<file path="src/rtl/gray_conv_arbiter.sv">
// rtl/gray_conv_arbiter.sv - round-robin shared binary/Gray code converter
//
// Purpose: NREQ requesters share one binary<->Gray converter. A round-robin
// arbiter picks one valid requester per cycle whenever the one-entry output
// register is free (or draining). The winner's word is converted and held,
// tagged with its index and the direction used, until the consumer takes it.
//
// Ports:
//   clk        rising-edge clock
//   rst_n      asynchronous active-low reset
//   req_valid  [NREQ]        per-requester request valid
//   req_data   [NREQ*WIDTH]  requester i in bits [i*WIDTH +: WIDTH]
//   req_ready  [NREQ]        one-hot grant/accept strobe (combinational)
//   cfg_g2b    0 = binary-to-Gray, 1 = Gray-to-binary, sampled at accept
//   out_valid  output register holds a result
//   out_ready  consumer accepts the result
//   out_data   [WIDTH] converted word
//   out_id     [IDW]   index of the requester that produced out_data
//   out_g2b    direction used for out_data
//   busy       out_valid or any req_valid
module gray_conv_arbiter #(
    parameter int WIDTH = 3,
    parameter int NREQ  = 4,
    parameter int IDW   = 2
) (
    input  logic                  clk,
    input  logic                  rst_n,
    input  logic [NREQ-1:0]       req_valid,
    input  logic [NREQ*WIDTH-1:0] req_data,
    output logic [NREQ-1:0]       req_ready,
    input  logic                  cfg_g2b,
    output logic                  out_valid,
    input  logic                  out_ready,
    output logic [WIDTH-1:0]      out_data,
    output logic [IDW-1:0]        out_id,
    output logic                  out_g2b,
    output logic                  busy
);

    typedef enum logic {
        EMPTY = 1'b0,
        FULL  = 1'b1
    } state_t;

    state_t           state;
    state_t           state_nxt;
    logic [IDW-1:0]   rr_ptr;
    logic             can_accept;
    logic             grant_found;
    logic [IDW-1:0]   grant_idx;
    logic [WIDTH-1:0] grant_word;
    logic [WIDTH-1:0] conv_word;
    int               scan_idx;

    function automatic logic [WIDTH-1:0] bin_to_gray(input logic [WIDTH-1:0] b);
        return b ^ (b >> 1);
    endfunction

    function automatic logic [WIDTH-1:0] gray_to_bin(input logic [WIDTH-1:0] g);
        logic [WIDTH-1:0] b;
        b[WIDTH-1] = g[WIDTH-1];
        for (int k = WIDTH - 2; k >= 0; k--) begin
            b[k] = b[k+1] ^ g[k];
        end
        return b;
    endfunction

    // The slot can take a new word when empty or when it is being drained
    // this same cycle, giving one word per cycle throughput.
    assign can_accept = (state == EMPTY) | out_ready;
    assign out_valid  = (state == FULL);
    assign busy       = out_valid | (|req_valid);

    // Round-robin scan starting at rr_ptr, wrapping modulo NREQ.
    always_comb begin
        grant_found = 1'b0;
        grant_idx   = '0;
        grant_word  = '0;
        req_ready   = '0;
        scan_idx    = 0;
        if (can_accept) begin
            for (int off = 0; off < NREQ; off++) begin
                scan_idx = int'(rr_ptr) + off;
                if (scan_idx >= NREQ) begin
                    scan_idx = scan_idx - NREQ;
                end
                if (!grant_found && req_valid[scan_idx]) begin
                    grant_found = 1'b1;
                    grant_idx   = IDW'(scan_idx);
                    grant_word  = req_data[scan_idx*WIDTH +: WIDTH];
                end
            end
        end
        if (grant_found) begin
            req_ready[grant_idx] = 1'b1;
        end
    end

    assign conv_word = cfg_g2b ? gray_to_bin(grant_word) : bin_to_gray(grant_word);

    always_comb begin
        state_nxt = state;
        if (grant_found) begin
            state_nxt = FULL;
        end else if ((state == FULL) && out_ready) begin
            state_nxt = EMPTY;
        end
    end

    always_ff @(posedge clk or negedge rst_n) begin
        if (!rst_n) begin
            state <= EMPTY;
        end else begin
            state <= state_nxt;
        end
    end

    // Result register and pointer only move on an accept; a plain drain
    // leaves out_data/out_id/out_g2b holding their last values.
    always_ff @(posedge clk or negedge rst_n) begin
        if (!rst_n) begin
            out_data <= '0;
            out_id   <= '0;
            out_g2b  <= 1'b0;
            rr_ptr   <= '0;
        end else if (grant_found) begin
            out_data <= conv_word;
            out_id   <= grant_idx;
            out_g2b  <= cfg_g2b;
            rr_ptr   <= (grant_idx == IDW'(NREQ - 1)) ? '0 : grant_idx + 1'b1;
        end
    end

endmodule

</file>
<file path="config.mk">
export PLATFORM = sky130hd
export DESIGN_NAME = gray_conv_arbiter
export DESIGN_NICKNAME = d
export VERILOG_FILES = /design/src/rtl/gray_conv_arbiter.sv
export SDC_FILE = /design/constraint.sdc
export NUM_CORES = 1
export LEC_CHECK = 0
export ABC_AREA = 1
export CAP_MARGIN = 20
export CORE_MARGIN = 4
export CORE_UTILIZATION = 60
export CTS_CLUSTER_DIAMETER = 30
export DETAILED_ROUTE_END_ITERATION = 8
export PLACE_DENSITY = 0.95
export SYNTH_ARGS = -nofsm -noshare
export SYNTH_HDL_FRONTEND = slang
export SYNTH_SLANG_ARGS = --single-unit
</file>
<file path="constraint.sdc">
create_clock -name clk -period 4.82 [get_ports clk]
set_clock_uncertainty 0.2 [all_clocks]
set_input_delay 0.964 -clock clk [delete_from_list [all_inputs] [get_ports clk]]
set_output_delay 0.964 -clock clk [all_outputs]
set_load 0.005 [all_outputs]
</file>
# Word-level counts from Yosys, hierarchy flattened
# Cells that the tools add are included.
totals:
  ff_bits: 9
  latchBits: 0
  ram_bits: 0
  rom_bits: 0
  in_bits: 20
  out_inout_bits: 12
  wordCells: 93
  mem_count: 0
classes:
  n_addsub: 8
  multipliers: 4
  n_div: 0
  order_cmp: 10
  eq_ne: 1
  n_shift: 4
  mux: 45
  bitwise_logic: 6
  reduce_logical: 10
ops:
  columns: ["operator", "count"]
  rows:
  - ["2-to-1 mux 32 bit", 8]
  - ["less-than comparator 32 x 4 -> 1 bit (second input constant)", 4]
  - ["multiplier 32 x 3 -> 32 bit (second input constant)", 4]
  - ["indexed part select 12 x 32 -> 3 bit", 4]
  - ["2-to-1 mux 1 bit", 19]
  - ["2-to-1 mux 3 bit", 6]
  - ["2-to-1 mux 2 bit", 6]
  - ["subtractor 3 x 3 -> 4 bit (second input constant)", 3]
  - [">= comparator 3 bit (second input constant)", 3]
  - ["binary-select mux 1 bit (select 2 bit)", 4]
  - ["adder 2 x 2 -> 3 bit (second input constant)", 2]
  - ["logical AND 1 bit", 5]
  - ["2-to-1 mux 4 bit", 1]
  - ["OR reduction 4 bit", 1]
  - ["subtractor 2 x 3 -> 4 bit (second input constant)", 1]
  - ["adder 2 x 1 -> 3 bit (second input constant)", 1]
  - [">= comparator 2 x 3 -> 1 bit (second input constant)", 1]
  - ["zero test 1 bit", 3]
  - ["less-than comparator 2 x 3 -> 1 bit (second input constant)", 1]
  - ["bitwise XOR 3 x 2 -> 3 bit", 1]
  - ["adder 2 x 1 -> 2 bit (second input constant)", 1]
  - ["demux 1 bit (select 2 bit)", 1]
  - ["== test 2 bit (second input constant)", 1]
  - [">= comparator 2 x 1 -> 1 bit (second input constant)", 1]
  - ["other kinds (4)", 6]

# Depth between registers and ports, before layout
depth:
  depth_word: 25
  mapped_depth: 23

# Worst setup path after synthesis
# Ideal clock, no wire load.
synth_path:
  path_type: "flip-flop to output port"
  startpoint: "register rr_ptr[0]"
  endpoint: "output req_ready[0]"
  t_arrival_ns: 2.367
  required_time_ns: 3.656
  slack_ns: 1.289
  stages_incl_launch_ff: 17
  path_cell_list: "dfrtp_1 buf_6 inv_4 buf_4 ha_1 buf_4 nand3_1 nand2_2 nand2_2 nor3_1 nor2_1 nand2_1 nor2_1 inv_1 ha_1 inv_1 nor2_1"
synth_via:
  elab_chain_len: 25
synth_rtl:
  columns: ["item", "line", "text"]
  rows:
  - ["start: declaration", "47", "logic [IDW-1:0] rr_ptr;"]
  - ["start signal: assignment", "130", "rr_ptr <= (grant_idx == IDW'(NREQ - 1)) ? '0 : grant_idx + 1'b1;"]
  - ["subtractor 2 x 3 -> 4 bit or >= comparator 2 x 3 -> 1 bit (tied branches)", "85, 84", null]
  - ["2-to-1 mux 32 bit", "84", "if (scan_idx >= NREQ) begin"]
  - ["2-to-1 mux 32 bit", "81", "if (can_accept) begin"]
  - ["binary-select mux 1 bit (select 2 bit)", "87", "if (!grant_found && req_valid[scan_idx]) begin"]
  - ["2-to-1 mux 1 bit (implied by the code) (2 in a row)", "87", null]
  - ["2-to-1 mux 1 bit", "87", null]
  - ["2-to-1 mux 1 bit", "81", null]
  - ["zero test 1 bit", "87", null]
  - ["[... 9 more ...]", null, null]
  - ["2-to-1 mux 2 bit *", "87", null]
  - ["2-to-1 mux 2 bit *", "81", null]
  - ["net grant_idx[0]", "50", "logic [IDW-1:0] grant_idx;"]
  - ["less-than comparator 2 x 3 -> 1 bit (implied by the code) or >= comparator 2 x 1 -> 1 bit (tied branches)", "95", "req_ready[grant_idx] = 1'b1;"]
  - ["logical AND 1 bit (implied by the code)", "95", null]
  - ["2-to-1 mux 1 bit (implied by the code)", "95", null]
  - ["demux 1 bit (select 2 bit) *", "95", null]
  - ["2-to-1 mux 4 bit *", "94", "if (grant_found) begin"]
  - ["end: declaration", "30", "output logic [NREQ-1:0] req_ready,"]
# Mark *: on every way through the listed nets, which the timed path passes. The rest lies on a longest branch. The select of a mux whose other input is x is not followed.

# Worst setup path in the final report
layout_path:
  startpoint: "input req_valid[2]"
  endpoint: "output req_ready[0]"
layout_via:
  elab_chain_len: 22
layout_rtl:
  columns: ["item", "line", "text"]
  rows:
  - ["start: declaration", "28", "input logic [NREQ-1:0] req_valid,"]
  - ["binary-select mux 1 bit (select 2 bit)", "87", null]
  - ["2-to-1 mux 1 bit (implied by the code) (2 in a row)", "87", null]
  - ["2-to-1 mux 1 bit", "87", null]
  - ["2-to-1 mux 1 bit", "81", null]
  - ["zero test 1 bit", "87", null]
  - ["logical AND 1 bit", "87", null]
  - ["2-to-1 mux 1 bit", "87", null]
  - ["2-to-1 mux 1 bit", "81", null]
  - ["[... 6 more ...]", null, null]
  - ["2-to-1 mux 2 bit *", "87", null]
  - ["2-to-1 mux 2 bit *", "81", null]
  - ["net grant_idx[0]", "50", null]
  - ["less-than comparator 2 x 3 -> 1 bit (implied by the code) or >= comparator 2 x 1 -> 1 bit (tied branches)", "95", null]
  - ["logical AND 1 bit (implied by the code)", "95", null]
  - ["2-to-1 mux 1 bit (implied by the code)", "95", null]
  - ["demux 1 bit (select 2 bit) *", "95", null]
  - ["2-to-1 mux 4 bit *", "94", null]
# Marked as above.

==> PnR_summary.wiki <==
{| class="wikitable"
! Metric !! Value
|-
| Number of warnings reported in the yosys synthesis log || 0
|-
| Resized Gates After CTS || 0
|-
| Final routed wirelength across all metal layers || 6270 um
|-
| CTS hold repair buffers || 0
|-
| Mean Syn Cell Area || 5.34 um2
|-
| Clock input transition at the sequential cells of the worst setup and hold paths || 60 ps
|-
| Max-cap violations || 0
|-
| Vias in the first global route || 2,368
|-
| Area of combinational cells with multiple inputs || 1590 um2
|-
| Most Frequent Cell on Critical Path || nand2_2
|-
| Antenna violations before repair || 0
|-
| Data arrival time of the critical path || 3460 ps
|-
| Net count after synthesis || 422
|-
| Post-synthesis register bit count || 9
|-
| Pin count of the biggest net entering global routing || 31
|-
| Peak per-stage delay on the critical path || 490 ps
|-
| Data required time of the worst path || 3660 ps
|-
| Final-stage net count || 448
|-
| Post-CTS setup buffer count || 0
|-
| Total via count in the routed design || 2,625
|-
| Vias per inst || 5.69
|-
| Cell taking the most area after synthesis || nand2_1
|-
| Min cycle time layout || 4620 ps
|-
| Worst Hold Class || flop to flop
|-
| Final hold violation count || 0
|-
| Chip Height || 66.9 um
|-
| Highest net fanout along the worst path || 6
|-
| Placed cell count || 457
|-
| First-pass iteration count of the detailed router || 7
|-
| Placement Cell Area || 2370 um2
|-
| H-tree Lvls || 1
|-
| Chip width || 66.9 um
|-
| Number of buffers created by CTS || 3
|-
| Syn-to-layout area delta || 15.6%
|-
| Run status || finished, final reports clean
|-
| DP HPWL || 4910 um
|-
| Register Area || 225 um2
|-
| Sum Neg Setup Slack || 0 ps
|-
| Count of placed standard cells in the final layout, fillers left out || 461
|-
| Sequential fraction of the synthesis area || 10.8%
|-
| Commonest non-fill, non-tap cell in the layout || nand2_1
|-
| IO Count || 32
|-
| Clock buffer depth || 2
|-
| Final GP Congestion || 0.975
|-
| Standard-cell rows || 21
|-
| CTS tree || yes
|-
| Final global-route overflow total || 0
|-
| Number of distinct library cell variants in the gate-level netlist after synthesis || 34
|-
| Maximum clock frequency || 216 MHz
|-
| Capturing element type of the critical path || output port
|-
| Initial core utilization || 62.5%
|-
| Die Footprint || 4480 um2
|-
| Ranking of synthesized cells by area || nand2_1, nand3_1, dfrtp_1, ha_1, inv_1
|-
| Final routed DRC violation total || 0
|-
| Finish-stage setup viols || 0
|-
| Final design area excluding fillers || 2410 um2
|-
| Unrepaired setup endpoints after global routing || false
|-
| Gr usage total || 29.9%
|-
| Clk sinks || 9
|-
| Routed wire length per instance || 13.6 um
|-
| Cell family with the largest share of critical-path delay || buffers and inverters
|-
| Post-Synthesis Cell Area || 2080 um2
|-
| Global-route wire length before repair || 10,500 um
|-
| Ant diodes || 0
|-
| Critical Setup Path Class || input port to output port
|-
| Iter 0 DRT Violations || 312
|-
| Filler cell count in the final layout || 312
|-
| Port Buffers || 31
|-
| Chain of cells forming the critical path || clkdlybuf4s50_1 -> nand2_2 -> nand2_2 -> nand2_2 -> nand2_2 -> inv_2 -> nand2_2 -> nor3_1 -> nor2_2 -> nand2_1 -> nor2_1 -> inv_1 -> ha_1 -> inv_1 -> nor2_1 -> clkdlybuf4s50_1
|-
| Buffers plus inverters on the worst setup path || 5
|-
| Most used cells in the layout excluding fill and tap cells || nand2_1, nand3_1, inv_1, clkdlybuf4s50_1, nor2_1
|-
| Layout cells sized above 1 || 10.4%
|-
| Tcrit/Tclk final || 95.9%
|-
| Post-Syn Instances || 390
|-
| Launching element type of the critical path || input port
|-
| Area fraction of the dominant cell type after synthesis || 29.2%
|-
| Final number of max-transition violations || 0
|-
| Root Buffer || clkbuf_4
|-
| Number of nets still failing antenna checks after routing || 0
|-
| Slowest cell on the critical path || clkdlybuf4s50_1
|-
| Clk_lat worst skew || 260 ps
|-
| Placeable core area || 3340 um2
|}
## per-layer routing
layer	up-vias	part of all wire (%)	GRT usage [%]
li1	1293	-	-
met1	1184	42	37.7
met2	134	48	51.4
met3	14	8.5	4.38
met4	0	2.2	10.4
met5	-	0	0
## synth_stat cells, drive strengths merged
master / instances
nand3: 58
o22ai: 1
nand2: 174
conb: 1
o21a: 1
dfrtp: 9
clkinv: 1
o21bai: 1
buf: 13
nand4: 1
nor2: 30
o211a: 1
o211ai: 5
o21ai: 20
inv: 43
xor2: 1
a21oi: 15
nor3: 2
clkbuf: 1
ha: 12
## stage by stage
step	utilization [%]	worst slack (ps)	hold WS (ps)
floorplan	-	1290	272
global placement	71.1	340	265
detailed placement	71.1	185	274
CTS	71.8	155	287
global route	72.2	45.2	310
finish	72.2	200	284
## final cells by class
| cell class | count | share of cell area [%] |
|---|---|---|
| Clock buffer | 4 | 1.09 |
| Inverter | 44 | 6.96 |
| Multi-Input combinational cell | 323 | 66.1 |
| Sequential cell | 9 | 9.35 |
| Tap cell | 46 | 2.39 |
| Timing Repair Buffer | 35 | 14.1 |
## cell families (layout without fill, tap and decap cells)
group	after synthesis	count (layout)	share of synthesized area [%]
simple gates	265	265	55.0
buf+inv	58	83	13.4
compound gates	44	44	13.0
fa+ha+maj	12	12	7.20
flops	9	9	10.8
other cells	1	1	0.180
xor+xnor	1	1	0.420
## final timing paths
check	endpoint	cells past startpoint	slack (ps)	from
max in group asynchronous	out_data[0]$_DFFE_PN0P_	1	3350	rst_n
min in group asynchronous	out_id[1]$_DFFE_PN0P_	1	790	rst_n
setup / recovery	req_ready[0]	16	200	req_valid[2]
hold / removal	out_data[0]$_DFFE_PN0P_	2	280	out_data[0]$_DFFE_PN0P_
setup reg to reg	out_data[0]$_DFFE_PN0P_	17	1410	rr_ptr[0]$_DFFE_PN0P_
hold reg to reg	out_data[0]$_DFFE_PN0P_	2	280	out_data[0]$_DFFE_PN0P_
## registers in the layout, indices dropped and copies added (netlist names)
name	flops
rr_ptr	2
out_data	3
out_g2b	1
out_valid	1
out_id	2
## tightest hold or removal path: stages, from the launching register on
cell and delay (ps):
dfrtp_1 340, nand2_1 50, nand2_1 60
Power is left out: the tool's default activity adds up to more than one toggle a clock period on the data nets, which glitch-free logic cannot reach.
